--- src/rtl/float_pack.sv ---
// Shared float format definitions for the LM32 float coprocessor.
// Packed word layout is {sign, exponent, fraction}.
package float_pack;

    localparam int unsigned Nm   = 23;
    localparam int unsigned Ne   = 8;
    localparam int unsigned W    = Ne + Nm + 1;
    localparam int          BIAS = 2 ** (Ne - 1) - 1;

    localparam logic [W-1:0] QNAN = {1'b0, {Ne{1'b1}}, 1'b1, {(Nm - 1){1'b0}}};

    typedef struct packed {
        logic          s;
        logic [Ne-1:0] e;
        logic [Nm-1:0] m;
    } float;

    typedef enum logic [1:0] {IDLE, MUL, NORM, DONE} fmul_state_t;

    function automatic float unpack(input logic [W-1:0] word);
        float f;
        f = word;
        return f;
    endfunction

    function automatic logic [W-1:0] pack(input float f);
        return f;
    endfunction

    // Denormals are flushed, so a zero exponent field means zero.
    function automatic logic is_zero(input float f);
        return (f.e == '0);
    endfunction

    function automatic logic is_inf(input float f);
        return (&f.e);
    endfunction

endpackage

--- src/rtl/float_mul_seq.sv ---
// Iterative float multiplier: shift-add mantissa product, one bit per cycle,
// then normalise, truncate and repack.
module float_mul_seq
    import float_pack::*;
(
    input  logic         clk,
    input  logic         reset_n,
    input  logic         start,
    input  logic [W-1:0] a,
    input  logic [W-1:0] b,
    output logic         busy,
    output logic         done,
    output logic [W-1:0] result
);

    localparam int unsigned CW = $clog2(Nm + 1);
    localparam int unsigned EW = Ne + 2;

    fmul_state_t   r_state, w_state_d;
    logic          r_sign;
    logic [Ne-1:0] r_ea, r_eb;
    logic [Nm:0]   r_ma, r_mb, r_acc;
    logic [CW-1:0] r_cnt;
    logic [W-1:0]  r_result;

    float            w_fa, w_fb;
    logic            w_sign, w_zero, w_inf, w_special;
    logic [W-1:0]    w_special_res;
    logic [Nm+1:0]   w_sum;
    logic            w_top;
    logic [Nm-1:0]   w_frac;
    logic signed [EW-1:0] w_exp;
    logic [W-1:0]    w_norm_res;

    assign w_fa      = unpack(a);
    assign w_fb      = unpack(b);
    assign w_sign    = w_fa.s ^ w_fb.s;
    assign w_zero    = is_zero(w_fa) | is_zero(w_fb);
    assign w_inf     = is_inf(w_fa) | is_inf(w_fb);
    assign w_special = w_zero | w_inf;

    always_comb begin
        w_special_res = pack('{s: w_sign, e: '0, m: '0});
        if (w_inf && w_zero) begin
            w_special_res = QNAN;
        end else if (w_inf) begin
            w_special_res = pack('{s: w_sign, e: '1, m: '0});
        end
    end

    // Adder output keeps the carry; it is shifted straight back into acc.
    assign w_sum = {1'b0, r_acc} + (r_mb[0] ? {1'b0, r_ma} : '0);

    // Product P = {acc, mb}; top bit set means the product is in [2,4).
    assign w_top  = r_acc[Nm];
    assign w_frac = w_top ? r_acc[Nm-1:0] : {r_acc[Nm-2:0], r_mb[Nm]};
    assign w_exp  = $signed({2'b00, r_ea}) + $signed({2'b00, r_eb}) - $signed(EW'(BIAS))
                  + $signed({{(EW - 1){1'b0}}, w_top});

    always_comb begin
        w_norm_res = {r_sign, w_exp[Ne-1:0], w_frac};
        if (w_exp >= $signed(EW'(2 ** Ne - 1))) begin
            w_norm_res = pack('{s: r_sign, e: '1, m: '0});
        end else if (w_exp <= 0) begin
            w_norm_res = pack('{s: r_sign, e: '0, m: '0});
        end
    end

    always_comb begin
        w_state_d = r_state;
        unique case (r_state)
            IDLE: if (start) w_state_d = w_special ? DONE : MUL;
            MUL:  if (r_cnt == CW'(Nm)) w_state_d = NORM;
            NORM: w_state_d = DONE;
            DONE: w_state_d = IDLE;
            default: w_state_d = IDLE;
        endcase
    end

    always_ff @(posedge clk or negedge reset_n) begin
        if (!reset_n) begin
            r_state  <= IDLE;
            r_sign   <= 1'b0;
            r_ea     <= '0;
            r_eb     <= '0;
            r_ma     <= '0;
            r_mb     <= '0;
            r_acc    <= '0;
            r_cnt    <= '0;
            r_result <= '0;
        end else begin
            r_state <= w_state_d;
            unique case (r_state)
                IDLE: begin
                    if (start) begin
                        r_sign <= w_sign;
                        r_ea   <= w_fa.e;
                        r_eb   <= w_fb.e;
                        r_ma   <= {1'b1, w_fa.m};
                        r_mb   <= {1'b1, w_fb.m};
                        r_acc  <= '0;
                        r_cnt  <= '0;
                        if (w_special) r_result <= w_special_res;
                    end
                end
                MUL: begin
                    r_acc <= w_sum[Nm+1:1];
                    r_mb  <= {w_sum[0], r_mb[Nm:1]};
                    r_cnt <= r_cnt + 1'b1;
                end
                NORM: r_result <= w_norm_res;
                default: ;
            endcase
        end
    end

    assign busy   = (r_state != IDLE);
    assign done   = (r_state == DONE);
    assign result = r_result;

endmodule
--- config.mk ---
export PLATFORM = sky130hd
export DESIGN_NAME = float_mul_seq
export DESIGN_NICKNAME = d
export VERILOG_FILES = /design/src/rtl/float_pack.sv /design/src/rtl/float_mul_seq.sv
export SDC_FILE = /design/constraint.sdc
export NUM_CORES = 1
export LEC_CHECK = 0
export ABC_AREA = 1
export CAP_MARGIN = 30
export CORE_MARGIN = 2
export CORE_UTILIZATION = 51
export CTS_CLUSTER_DIAMETER = 50
export DETAILED_ROUTE_END_ITERATION = 10
export PLACE_DENSITY = 0.78
export SLEW_MARGIN = 10
export SYNTH_ARGS = -nofsm -noshare
export SYNTH_HDL_FRONTEND = slang
export SYNTH_SLANG_ARGS = --single-unit
--- constraint.sdc ---
create_clock -name clk -period 2.7 [get_ports clk]
set_input_delay 0.54 -clock clk [delete_from_list [all_inputs] [get_ports clk]]
set_output_delay 0.54 -clock clk [all_outputs]
set_load 0.05 [all_outputs]
* Yosys cells after proc, flatten, opt, wreduce, memory -nomap -nowiden
Index checks and enable logic that the tools add are counted.
Word-level totals: flip-flop bits (word level) 128, bits of input ports 67, output and inout port bits 34, word-level logic and storage cells 59
Cells by class: add/sub/neg operators 5, magnitude comparators 2, eq/ne operators 7, muxes and demuxes 19, bitwise gates (word level) 4, reductions and logical operators 13
Operator list (number):
- 32-bit two-way mux | 3
- 24-bit one-hot mux with 2 select lines | 2
- 31-bit two-way mux | 3
- 24-bit two-way mux | 3
- 32-bit one-hot mux with 2 select lines | 1
- 24-bit by 24-bit adder with 25-bit output | 1
- 23-bit two-way mux | 1
- 8-bit zero test | 2
- 8-bit AND reduction | 2
- 10-bit by 2-bit adder with 10-bit output | 1
- 10-bit by 9-bit greater-or-equal comparator with 1-bit output (second input constant) | 1
- 10-bit by 1-bit <= comparator with 1-bit output (second input constant) | 1
- 5-bit one-hot mux with 2 select lines | 1
- 9-bit by 7-bit subtractor with 10-bit output (second input constant) | 1
- 8-bit by 8-bit adder with 9-bit output | 1
- 2-bit one-hot mux with 4 select lines | 1
- 2-bit two-way mux | 3
- 2-bit != test (second input constant) | 3
- 2-bit AND reduction | 3
- 2-bit nonzero test | 3
- 5-bit by 1-bit adder with 5-bit output (second input constant) | 1
- 5-bit equality test (second input constant) | 1
- 5-bit two-way mux | 1
- 2-bit equality test (second input constant) | 2
- other kinds (6) | 8

* Depth between registers and ports, before layout
Gate-level depths: netlist of the first run.
word-level depth 7, mapped depth 21, gate-level depth less buffers 18

* Least setup slack after synthesis of the first run
OpenSTA, ideal clock, no wires.
path type register to register, from register r_acc[23], to register r_result[10] (netlist: result[10]), setup time 0.122 ns, data arrival time 2.809 ns, required time 2.578 ns, slack -0.231 ns, cell stages (with the launch flop) 21, path buffers 3, period minus slack after synthesis 2.931 ns, path through dfrtp_1 -> clkbuf_1 -> inv_1 -> clkbuf_1 -> ha_1 -> inv_1 -> ha_1 -> fa_1 -> nand2_1 -> inv_1 -> nor2_1 -> inv_1 -> nor2_1 -> nand3_1 -> nor2_1 -> nand2_1 -> nand2_2 -> nand2_4 -> nand2_4 -> buf_6 -> o21ai_1
Between the ends: cells in the longest elaborated chain, start to end 5, elaborated cells on any way between the ends 7, classes of those cells add/sub (1); order compare (2); mux (4)
Ends and longest elaborated chain:
- from (decl) | RTL line float_mul_seq.sv:22 | logic [Nm:0] r_ma, r_mb, r_acc;
- from (signal assigned) | RTL line float_mul_seq.sv:107 | r_acc <= w_sum[Nm+1:1];
- 10-bit by 2-bit adder with 10-bit output | RTL line float_mul_seq.sv:58 | + $signed({{(EW - 1){1'b0}}, w_top});
- 10-bit by 1-bit <= comparator with 1-bit output | RTL line float_mul_seq.sv:64 | end else if (w_exp <= 0) begin
- 31-bit two-way mux | RTL line float_mul_seq.sv:64
- 31-bit two-way mux * | RTL line float_mul_seq.sv:62 | if (w_exp >= $signed(EW'(2 ** Ne - 1))) begin
- 32-bit one-hot mux with 2 select lines * | RTL line float_mul_seq.sv:93 | unique case (r_state)
- to (signal assigned) | RTL line float_mul_seq.sv:103 | if (w_special) r_result <= w_special_res;
- to (signal assigned) | RTL line float_mul_seq.sv:111 | NORM: r_result <= w_norm_res;
- to (decl) | RTL line float_mul_seq.sv:24 | logic [W-1:0] r_result;
Every way passes the cells marked *; elsewhere a longest branch is shown, timed or not. A chain may end at the register's enable or synchronous reset.

* Worst setup path in the final report of the first run
from register r_mb[0], to register r_acc[19]
Between the ends: cells in the longest elaborated chain, start to end 3
Ends and longest elaborated chain:
- from (decl) | RTL line float_mul_seq.sv:22
- from (signal assigned) | RTL line float_mul_seq.sv:100 | r_mb <= {1'b1, w_fb.m};
- from (signal assigned) | RTL line float_mul_seq.sv:108 | r_mb <= {w_sum[0], r_mb[Nm:1]};
- 24-bit two-way mux | RTL line float_mul_seq.sv:52 | assign w_sum = {1'b0, r_acc} + (r_mb[0] ? {1'b0, r_ma} : '0);
- 24-bit by 24-bit adder with 25-bit output | RTL line float_mul_seq.sv:52
- 24-bit one-hot mux with 2 select lines | RTL line float_mul_seq.sv:93
Every way passes these cells.

==> impl_metrics.csv, run 1 <==
group,metric,value,unit
finish,drive_gt1_share,8.80,%
floorplanning,dieArea,0.0160,mm2
cts,path_clk_slew,0.06,ns
logic_synthesis,synth-main-ff-cell,"dfrtp_1",
critical_path,required,2.97,ns
power_and_ir_drop,swShare,45.9,%
finish,fin_area,0.00962,mm2
floorplanning,core_area,0.0146,mm2
logic_synthesis,ys_seq_area_share,41.9,%
timing,clock.fmax,400,MHz
job,drv_cap,0,
logic_synthesis,synth_cell_types,46,
cts,clock_sinks,128,
critical_path,critPathCaptureType,"register",
timing,drv_slew,0,
logic_synthesis,syn_area_per_cell,7.56,um2
placed_design,dpl.hpwl,14000,um
cts,cts_hold_buf,0,
power_and_ir_drop,p_switching,5400,uW
logic_synthesis,synth_top_cell_by_area,"dfrtp_1",
timing,fin_worst_skew,0.0105,ns
logic_synthesis,syn-num-nets,1125,
grt,grt-busiest-layer,"met2",
route,drtIter0Drc,559,
critical_path,path_cells,"buf_12 > nand2_1 > inv_1 > ha_1 > nand2_1 > nor2_1 > inv_1 > nor3_1 > nand4_1 > nand3_1 > a21oi_1 > o21ai_0 > o21ai_0",
critical_path,slowest_delay,0.43,ns
critical_path,critPathKind,"reg -> reg",
timing,whs,0.0403,ns
grt,track_usage,24.9,%
route,avgViaCountPerCell,5.30,
power_and_ir_drop,power_frac_seq,26.9,%
floorplanning,die_x,126,um
timing,timing.setup.tns,0,ns
outcome,status,"finished clean",
placed_design,dpl_cell_area,0.00896,mm2
placed_design,port_buffers,100,
power_and_ir_drop,clkPwrFrac,20.5,%
cts,tritoncts,"built",
critical_path,reg2reg_depth,13,
timing,period_needed,2.50,ns
cts,clkLatencyLatePin,0.42,ns
floorplanning,die_h,126,um
finish,diodes,0,
logic_synthesis,syn_inst,1011,
cts,clockRootBuffer,"clkbuf_16",
logic_synthesis,synth_top_cell_area_share,41.9,%
critical_path,crit_end,"r_acc[19]",
critical_path,r2r_start,"r_mb[0]",
floorplanning,boundaryPins,101,
route,final_antenna_net_count,0,
timing,slew_headroom,61.6,%
power_and_ir_drop,power_density,1220,mW/mm2
finish,syn_to_final_growth,25.9,%
critical_path,r2r_slack,0.20,ns
power_and_ir_drop,power_leakage,0.00483,uW
logic_synthesis,synth_area_leaders,"dfrtp_1, nand2_1, ha_1",
grt,use_met2,40.3,%
power_and_ir_drop,intPower,6370,uW
timing,period_share,92.6,%
floorplanning,fp-row-count,44,
placed_design,dp.cells,1288,
grt,grt_pass1_vias,6724,
finish,utilization,65.9,%
logic_synthesis,netlist_area,0.00764,mm2
logic_synthesis,synth-edff-count,0,
timing,setup_viol,0,
power_and_ir_drop,ir_drop,788,uV
grt,grt_use_met3,5.02,%
power_and_ir_drop,pwr-share-comb,52.6,%
logic_synthesis,ys_seq_elements,128,
cts,htree_num_levels,4,
route,first_pass_iters,7,
cts,cts_made_buffers,17,
route,drc,0,
grt,grt_start_max_net_pins,47,
finish,nets,1239,
timing,tightest_slew,0.576,ns
route,wl,19200,um
route,num_vias,6997,
logic_synthesis,yosysWarnings,0,
grt,use_met1,34.3,%
cts,clk_path_buf_depth,2,
critical_path,cp_max_fo,22,
critical_path,rr_endpoint,"r_acc[19]",
grt,grt_pass1_wl,32100,um
finish,instances_no_fill,1321,
hold_path,hold_class,"in -> async",
critical_path,arrival,2.77,ns
critical_path,slowest_stage,"dfrtp_1",
placed_design,globalplace.congestion,0.948,
floorplanning,start_util,52.4,%
critical_path,worstSetupStartpointType,"register",
critical_path,cp-startpoint,"r_mb[0]",
timing,finalHoldViolations,0,
grt,grt_overflow,0,
route,drt-wirelength-per-cell,14.5,um
grt,antenna_found_initial,0,
logic_synthesis,synthArstFlopShare,100,%
## critical path: cells and delay by family, from the launching register on
family	cells	cell delay, ns
adders and majority gates	1	0.36
AOI/OAI and AO/OA	3	0.35
buffers and inverters	3	0.30
DFF	1	0.43
and+or+nand+nor	6	0.90
## final cells by class
| type | count | area, um2 |
|---|---|---|
| clock inverters | 13 | 185 |
| flip-flops and latches | 128 | 3200 |
| repair buffers | 129 | 1240 |
| fillers | 1192 | 4970 |
| clock buffers | 18 | 429 |
| inverters | 127 | 482 |
| well taps | 184 | 230 |
| multi-input cells | 722 | 3850 |
## power by group through the flow
stage               logic, uW  registers [uW]  clock network, uW
floorplan                4040            3500                  0
global placement         5890            3160                  0
detailed placement       6000            3170                  0
CTS                      6070            3160               2430
global route             6950            3250               2520
finish                   6190            3170               2410
## how the worst min path moves through the flow
| stage | end | slack [ns] | from | depth (start not counted) |
|---|---|---|---|---|
| 2_1_floorplan | r_acc[0] | 0.24 | reset_n | 0 |
| 4_1_cts | r_ma[22] | 0.04 | reset_n | 1 |
| 6_report | r_ma[22] | 0.04 | reset_n | 1 |
| 3_3_place_gp | r_ma[23] | 0.46 | r_ma[23] | 1 |
| 3_5_place_dp | r_ma[10] | 0.47 | r_ma[10] | 2 |
| 5_1_grt | r_ma[22] | 0.05 | reset_n | 1 |
## cells by family after synthesis
kind of cell    count (synthesis)  share of synthesized area [%]
compound gates                215                           16.2
xor+xnor                        4                          0.458
fa+ha+maj                      47                           7.89
buf+inv                       162                           8.41
flops                         128                           41.9
simple gates                  455                           25.1
## metrics by stage
step                      worst slack, ns  power (uW)
after floorplan                   0.00219        7540
after global placement              0.194        9050
after detailed placement            0.141        9180
after CTS                           0.138       11700
after global routing             -0.00162       12700
final                               0.200       11800
## placed cells by master, fill, tap and decap left out, types with 4 or more instances in the layout
cell type	count
a21o_1	4
ha_1	44
nand3_1	39
clkbuf_16	17
o21ai_0	70
nor4_1	6
inv_1	123
a21oi_1	69
nor3_1	6
dfrtp_1	128
nand2_2	11
nand4_1	9
bufinv_16	4
o211ai_1	9
o22ai_1	6
nand2_1	300
o21ai_2	7
a22oi_1	7
o21ai_1	18
o221ai_1	10
nor2_1	68
buf_4	28
inv_6	4
clkdlybuf4s50_1	98
## registers in the layout, indices dropped and copies added, names as in the netlist
name     count
result      32
r_acc       24
r_ma        24
r_mb        24
r_ea         8
r_eb         8
r_cnt        5
r_state      2
r_sign       1
## layer usage
layer | up-vias | share of wire (%)
li1 | 3535 | -
met1 | 3221 | 46
met2 | 211 | 47
met3 | 30 | 5.5
met4 | 0 | 1.4
met5 | - | 0
## Yosys cell counts, types with 7 or more instances
library cell and number:
a21oi_1 69, a22oi_1 7, clkbuf_1 27, dfrtp_1 128, ha_1 45, inv_1 124, nand2_1 302, nand2_2 9
nand3_1 39, nand4_1 9, nor2_1 69, o211ai_1 9, o21ai_0 72, o21ai_1 17, o221ai_1 10
## what timing repair did
action | 4_1_cts | 5_1_grt
setup buffers | 0 | 1
hold endpoints to repair | 0 | 0
cloned | 0 | 1
pin swaps | 0 | 7
resized for setup | 1 | 7
setup endpoints to repair | 1 | 27
Power figures use the tool's default switching activity.
==> run 2: changes to the inputs <==
SETUP_SLACK_MARGIN = 0.5   (was unset)
==> run 2 against run 1 <==
Sequential share of layout area down 4.1 points. Global-route usage increased by 1.0 points. Via count is 11% higher. Clock power up 8%. Largest cell class unchanged.
==> impl_metrics.csv, run 2 (synthesized netlist as in run 1, its figures left out) <==
group,metric,value,unit
critical_path,critPathKind,"reg -> reg",
finish,n_fill_cell,976,
critical_path,crit_end,"result[30]",
critical_path,rr_endpoint,"result[30]",
critical_path,required,3.00,ns
critical_path,critPathCaptureType,"register",
floorplanning,die_h,126,um
critical_path,cp_max_fo,7,
critical_path,cp.depth,17,
power_and_ir_drop,p_switching,6530,uW
placed_design,port_buffers,100,
cts,clkLatencyLatePin,0.43,ns
critical_path,worstSetupStartpointType,"register",
timing,period_needed,2.55,ns
power_and_ir_drop,power_leakage,0.00524,uW
power_and_ir_drop,pwr-share-comb,57.7,%
finish,syn_to_final_growth,43.5,%
placed_design,dpl_cell_area,0.00893,mm2
route,wl,24000,um
job,drv_cap,0,
critical_path,crit_buf_inv,3,
power_and_ir_drop,ir_drop,703,uV
power_and_ir_drop,finalPower,13900,uW
finish,ff_latch_area,0.00320,mm2
cts,clk_path_buf_depth,2,
finish,drive_gt1_share,24.9,%
finish,nets,1260,
outcome,status,"finished clean",
cts,clockRootBuffer,"clkbuf_16",
placed_design,dpl.hpwl,14400,um
cts,path_clk_slew,0.06,ns
route,avgViaCountPerCell,5.81,
power_and_ir_drop,swShare,47.0,%
power_and_ir_drop,intPower,7350,uW
critical_path,crit_top_cell,"nand2_2",
critical_path,crit_family,"simple AND/OR/NAND/NOR gates",
route,drtIter0Drc,899,
grt,track_usage,25.9,%
timing,timing.setup.tns,0,ns
grt,grt_pass1_vias,6955,
cts,cts_made_buffers,17,
timing,period_share,94.4,%
grt,grt_start_max_net_pins,47,
route,num_vias,7799,
floorplanning,fp-row-count,44,
floorplanning,die_x,126,um
timing,grt_setup_unrepaired,"yes",
power_and_ir_drop,clkPwrFrac,18.7,%
finish,fin_area,0.0110,mm2
timing,finalHoldViolations,0,
finish,final_cell_mix,"nand2_1, dfrtp_1, inv_1",
critical_path,path_cells,"inv_4 > ha_4 > inv_2 > ha_4 > fa_2 > nand2_2 > nand3_4 > nand3b_1 > nand2_2 > inv_2 > nand3_2 > nor2_2 > nand2_2 > nand2_8 > o21ai_0 > nand2_1 > nand3_1",
grt,grt_overflow,0,
finish,multi_input_area,0.00487,mm2
timing,drv_slew,0,
cts,clock_sinks,128,
cts,htree_num_levels,4,
grt,antenna_found_initial,0,
finish,largest_reg_flops,32,
hold_path,hold_class,"in -> async",
placed_design,globalplace.congestion,0.965,
power_and_ir_drop,power_frac_seq,23.6,%
critical_path,slowest_delay,0.38,ns
route,drc,0,
critical_path,reg2reg_depth,17,
floorplanning,core_area,0.0146,mm2
critical_path,r2r_start,"r_acc[23]",
critical_path,slowest_stage,"dfrtp_1",
timing,whs,0.118,ns
critical_path,arrival,2.85,ns
timing,slew_headroom,58.8,%
cts,tritoncts,"built",
route,first_pass_iters,5,
cts,cts_hold_buf,0,
floorplanning,dieArea,0.0160,mm2
grt,grt_pass1_wl,33500,um
timing,setup_viol,0,
timing,tightest_slew,0.618,ns
finish,mostFrequentLayoutCell,"nand2_1",
route,drt-wirelength-per-cell,17.9,um
timing,clock.fmax,392,MHz
power_and_ir_drop,power_density,1270,mW/mm2
critical_path,r2r_slack,0.15,ns
critical_path,cp-startpoint,"r_acc[23]",
floorplanning,start_util,52.4,%
timing,fin_worst_skew,0.0120,ns
route,final_antenna_net_count,0,
floorplanning,boundaryPins,101,
finish,diodes,0,
[run 2: changes by cell type in the layout (fill, tap and decap cells not counted), sizes merged]
cell,previous run,this run
buf,30,49
clkbuf,18,23
clkdlybuf4s50,98,95
dlymetal6s2s,0,2
bufinv,4,5
clkinvlp,2,1
inv,129,128
[run 2: how the worst min path moves through the flow]
stage / start / to / slack, ns
5_1_grt: reset_n / r_ea[6] / 0.16
2_1_floorplan: reset_n / r_acc[0] / 0.24
3_5_place_dp: r_ma[23] / r_ma[23] / 0.46
4_1_cts: reset_n / r_ea[7] / 0.14
6_report: reset_n / r_ea[5] / 0.12
3_3_place_gp: r_ma[23] / r_ma[23] / 0.45
[run 2: power by group through the flow]
stage	clock network [uW]	registers, uW	logic, uW
CTS	2590	3170	6320
global placement	0	3160	5920
global route	2690	3340	8690
finish	2600	3270	8010
floorplan	0	3500	4070
detailed placement	0	3180	6030
[run 2: final cells by class]
| class | instances | area share (%) |
|---|---|---|
| sequential | 128 | 29.2 |
| tap | 184 | 2.10 |
| clock inverter | 11 | 1.84 |
| clock buffer | 21 | 4.20 |
| inverter | 127 | 4.60 |
| multi-input combinational | 722 | 44.4 |
| timing repair buffer | 149 | 13.6 |
| timing repair inverter | 1 | 0.0798 |
[run 2: per-layer routing]
metal	part of all wire (%)	vias up	track usage [%]
met5	0	-	0
met3	7.9	77	4.64
li1	-	3582	-
met4	3.6	0	10.2
met2	48	438	40.6
met1	41	3702	36.1
[run 2: timing repair]
action | 4_1_cts | 5_1_grt
hold endpoints to repair | 0 | 0
resized for setup | 33 | 252
setup buffers | 7 | 19
endpoints found under the setup margin | 44 | 50
pin swaps | 12 | 80
cloned | 1 | 4
[run 2: stage by stage]
stage          instances  setup slack, ns  utilization [%]
2_1_floorplan       1011            0.101                -
3_3_place_gp        1280            0.168             61.2
3_5_place_dp        1280            0.143             61.2
4_1_cts             1320            0.271             67.0
5_1_grt             1343           0.0343             75.2
6_report            1343            0.151             75.2
==> run 3: changes to the inputs <==
CORE_UTILIZATION = 52   (was 51)
CTS_BUF_LIST = sky130_fd_sc_hd__clkbuf_2 sky130_fd_sc_hd__clkbuf_4 sky130_fd_sc_hd__clkbuf_8   (was unset)
PLACE_DENSITY = 0.79   (was 0.78)
==> run 3 against run 2 <==
Die area down 1.9%. Core utilization down 0.54 points. Total power down 1.7%. Combinational power up 7.5%. Worst setup slack worse by 0.097 ns. Clock skew up 0.0021 ns. Critical path type unchanged. Largest cell class unchanged.
==> impl_metrics.csv, run 3 (synthesized netlist as in run 1, its figures left out) <==
group,metric,value,unit
timing,clock.fmax,378,MHz
power_and_ir_drop,finalPower,13600,uW
placed_design,globalplace.congestion,0.953,
hold_path,hold_class,"in -> async",
floorplanning,fp-row-count,44,
power_and_ir_drop,power_frac_seq,24.1,%
route,final_antenna_net_count,0,
job,drv_cap,0,
grt,track_usage,27.0,%
route,drc,0,
finish,syn_to_final_growth,40.9,%
timing,finalHoldViolations,0,
route,num_vias,7850,
grt,grt_start_max_net_pins,64,
critical_path,worstSetupStartpointType,"register",
power_and_ir_drop,clkPwrFrac,12.8,%
cts,clock_sinks,128,
power_and_ir_drop,swShare,50.2,%
cts,htree_num_levels,4,
power_and_ir_drop,pwr-share-comb,63.1,%
grt,grt_overflow,0,
critical_path,critPathCaptureType,"register",
critical_path,cp_max_fo,5,
power_and_ir_drop,intPower,6800,uW
placed_design,port_buffers,100,
placed_design,dpl.hpwl,14300,um
finish,final_cell_mix,"nand2_1, dfrtp_1, inv_1",
route,wl,24700,um
route,drt-wirelength-per-cell,18.3,um
cts,cts_made_buffers,17,
cts,clockRootBuffer,"clkbuf_8",
floorplanning,core_area,0.0144,mm2
grt,grt_pass1_wl,34100,um
power_and_ir_drop,p_switching,6840,uW
cts,clk_path_buf_depth,2,
timing,grt_setup_unrepaired,"yes",
finish,largest_reg_flops,32,
grt,grt_pass1_vias,7046,
critical_path,arrival,2.97,ns
finish,n_fill_cell,956,
floorplanning,dieArea,0.0157,mm2
cts,path_clk_slew,0.08,ns
route,drtIter0Drc,917,
route,avgViaCountPerCell,5.82,
floorplanning,boundaryPins,101,
finish,mostFrequentLayoutCell,"nand2_1",
cts,clkLatencyLatePin,0.46,ns
cts,tritoncts,"built",
timing,timing.setup.tns,0,ns
power_and_ir_drop,power_leakage,0.00534,uW
outcome,status,"finished clean",
finish,nets,1267,
timing,drv_slew,0,
grt,antenna_found_initial,0,
timing,period_share,98.0,%
timing,setup_viol,0,
floorplanning,start_util,53.0,%
finish,diodes,0,
timing,period_needed,2.65,ns
floorplanning,die_h,125,um
timing,tightest_slew,0.519,ns
timing,slew_headroom,65.3,%
finish,drive_gt1_share,25.8,%
power_and_ir_drop,power_density,1270,mW/mm2
floorplanning,die_x,125,um
critical_path,critPathKind,"reg -> reg",
route,first_pass_iters,6,
finish,utilization,74.7,%
power_and_ir_drop,ir_drop,620,uV
critical_path,required,3.03,ns
timing,fin_worst_skew,0.0140,ns
run 3: changes by cell type in the layout (fill, tap and decap cells not counted), sizes merged, moves of 3 or more:
cell | previous run | this run
dlygate4sd2 | 1 | 12
clkinv | 5 | 8
dlymetal6s2s | 2 | 11
clkdlybuf4s50 | 95 | 75
buf | 49 | 52
run 3: through the flow:
stage	cells	hold slack, ns	cell area (um2)	worst slack [ns]
2_1_floorplan	1011	0.244	7700	0.101
3_3_place_gp	1281	0.458	8930	0.181
3_5_place_dp	1281	0.451	8930	0.117
4_1_cts	1319	0.0592	9670	0.254
5_1_grt	1349	0.0760	10800	-0.0291
6_report	1349	0.0531	10800	0.0533
run 3: repair_timing:
item,in CTS,in global routing
pin swaps,17,65
endpoints found under the setup margin,57,79
gates resized for setup,73,226
cloned,4,5
setup buffers,3,25
hold buffers,0,0
run 3: power by group through the flow:
stage / clock, uW / combinational, uW / sequential (uW)
final: 1740 / 8610 / 3290
after global routing: 1830 / 9240 / 3340
after CTS: 1750 / 6610 / 3180
after detailed placement: 0 / 6010 / 3190
after global placement: 0 / 5890 / 3160
after floorplan: 0 / 4070 / 3500
run 3: critical path, cell delays in order, from the launching register on:
cell	delay, ns
dfrtp_1	0.38
inv_1	0.08
ha_4	0.26
inv_2	0.04
ha_4	0.15
fa_2	0.38
nor2_2	0.20
nor2_4	0.07
nor3_2	0.18
nand3_4	0.10
nor2_4	0.13
nand2_4	0.12
nand2_8	0.12
o21ai_0	0.10
nand2_1	0.11
nand3_1	0.09
run 3: area by class of cell:
| cell class | count | area, um2 | share of cell area [%] |
|---|---|---|---|
| tap | 184 | 230 | 2.14 |
| sequential | 128 | 3200 | 29.8 |
| clock inverter | 11 | 140 | 1.30 |
| clock buffer | 20 | 263 | 2.44 |
| inverter | 127 | 507 | 4.71 |
| timing repair inverter | 3 | 33.8 | 0.314 |
| timing repair buffer | 152 | 1510 | 14.0 |
| multi-input combinational | 724 | 4880 | 45.3 |
run 3: path summary, 6_finish.rpt:
kind	startpoint	end	slack, ns	cells after the start
max	r_ea[0]	result[25]	0.05	15
min in group clk	r_ma[23]	r_ma[23]	0.47	1
max in group asynchronous	reset_n	r_sign	1.86	2
min	reset_n	r_ma[22]	0.05	1
min reg2reg	r_ma[23]	r_ma[23]	0.47	1
max reg2reg	r_ea[0]	result[25]	0.05	15
run 3: layer usage:
| layer | up-vias | part of all wire [%] | track usage [%] |
|---|---|---|---|
| met4 | 0 | 4.7 | 12.2 |
| met3 | 116 | 8.2 | 5.09 |
| li1 | 3599 | - | - |
| met5 | - | 0 | 0 |
| met2 | 457 | 48 | 42.6 |
| met1 | 3678 | 39 | 36.5 |
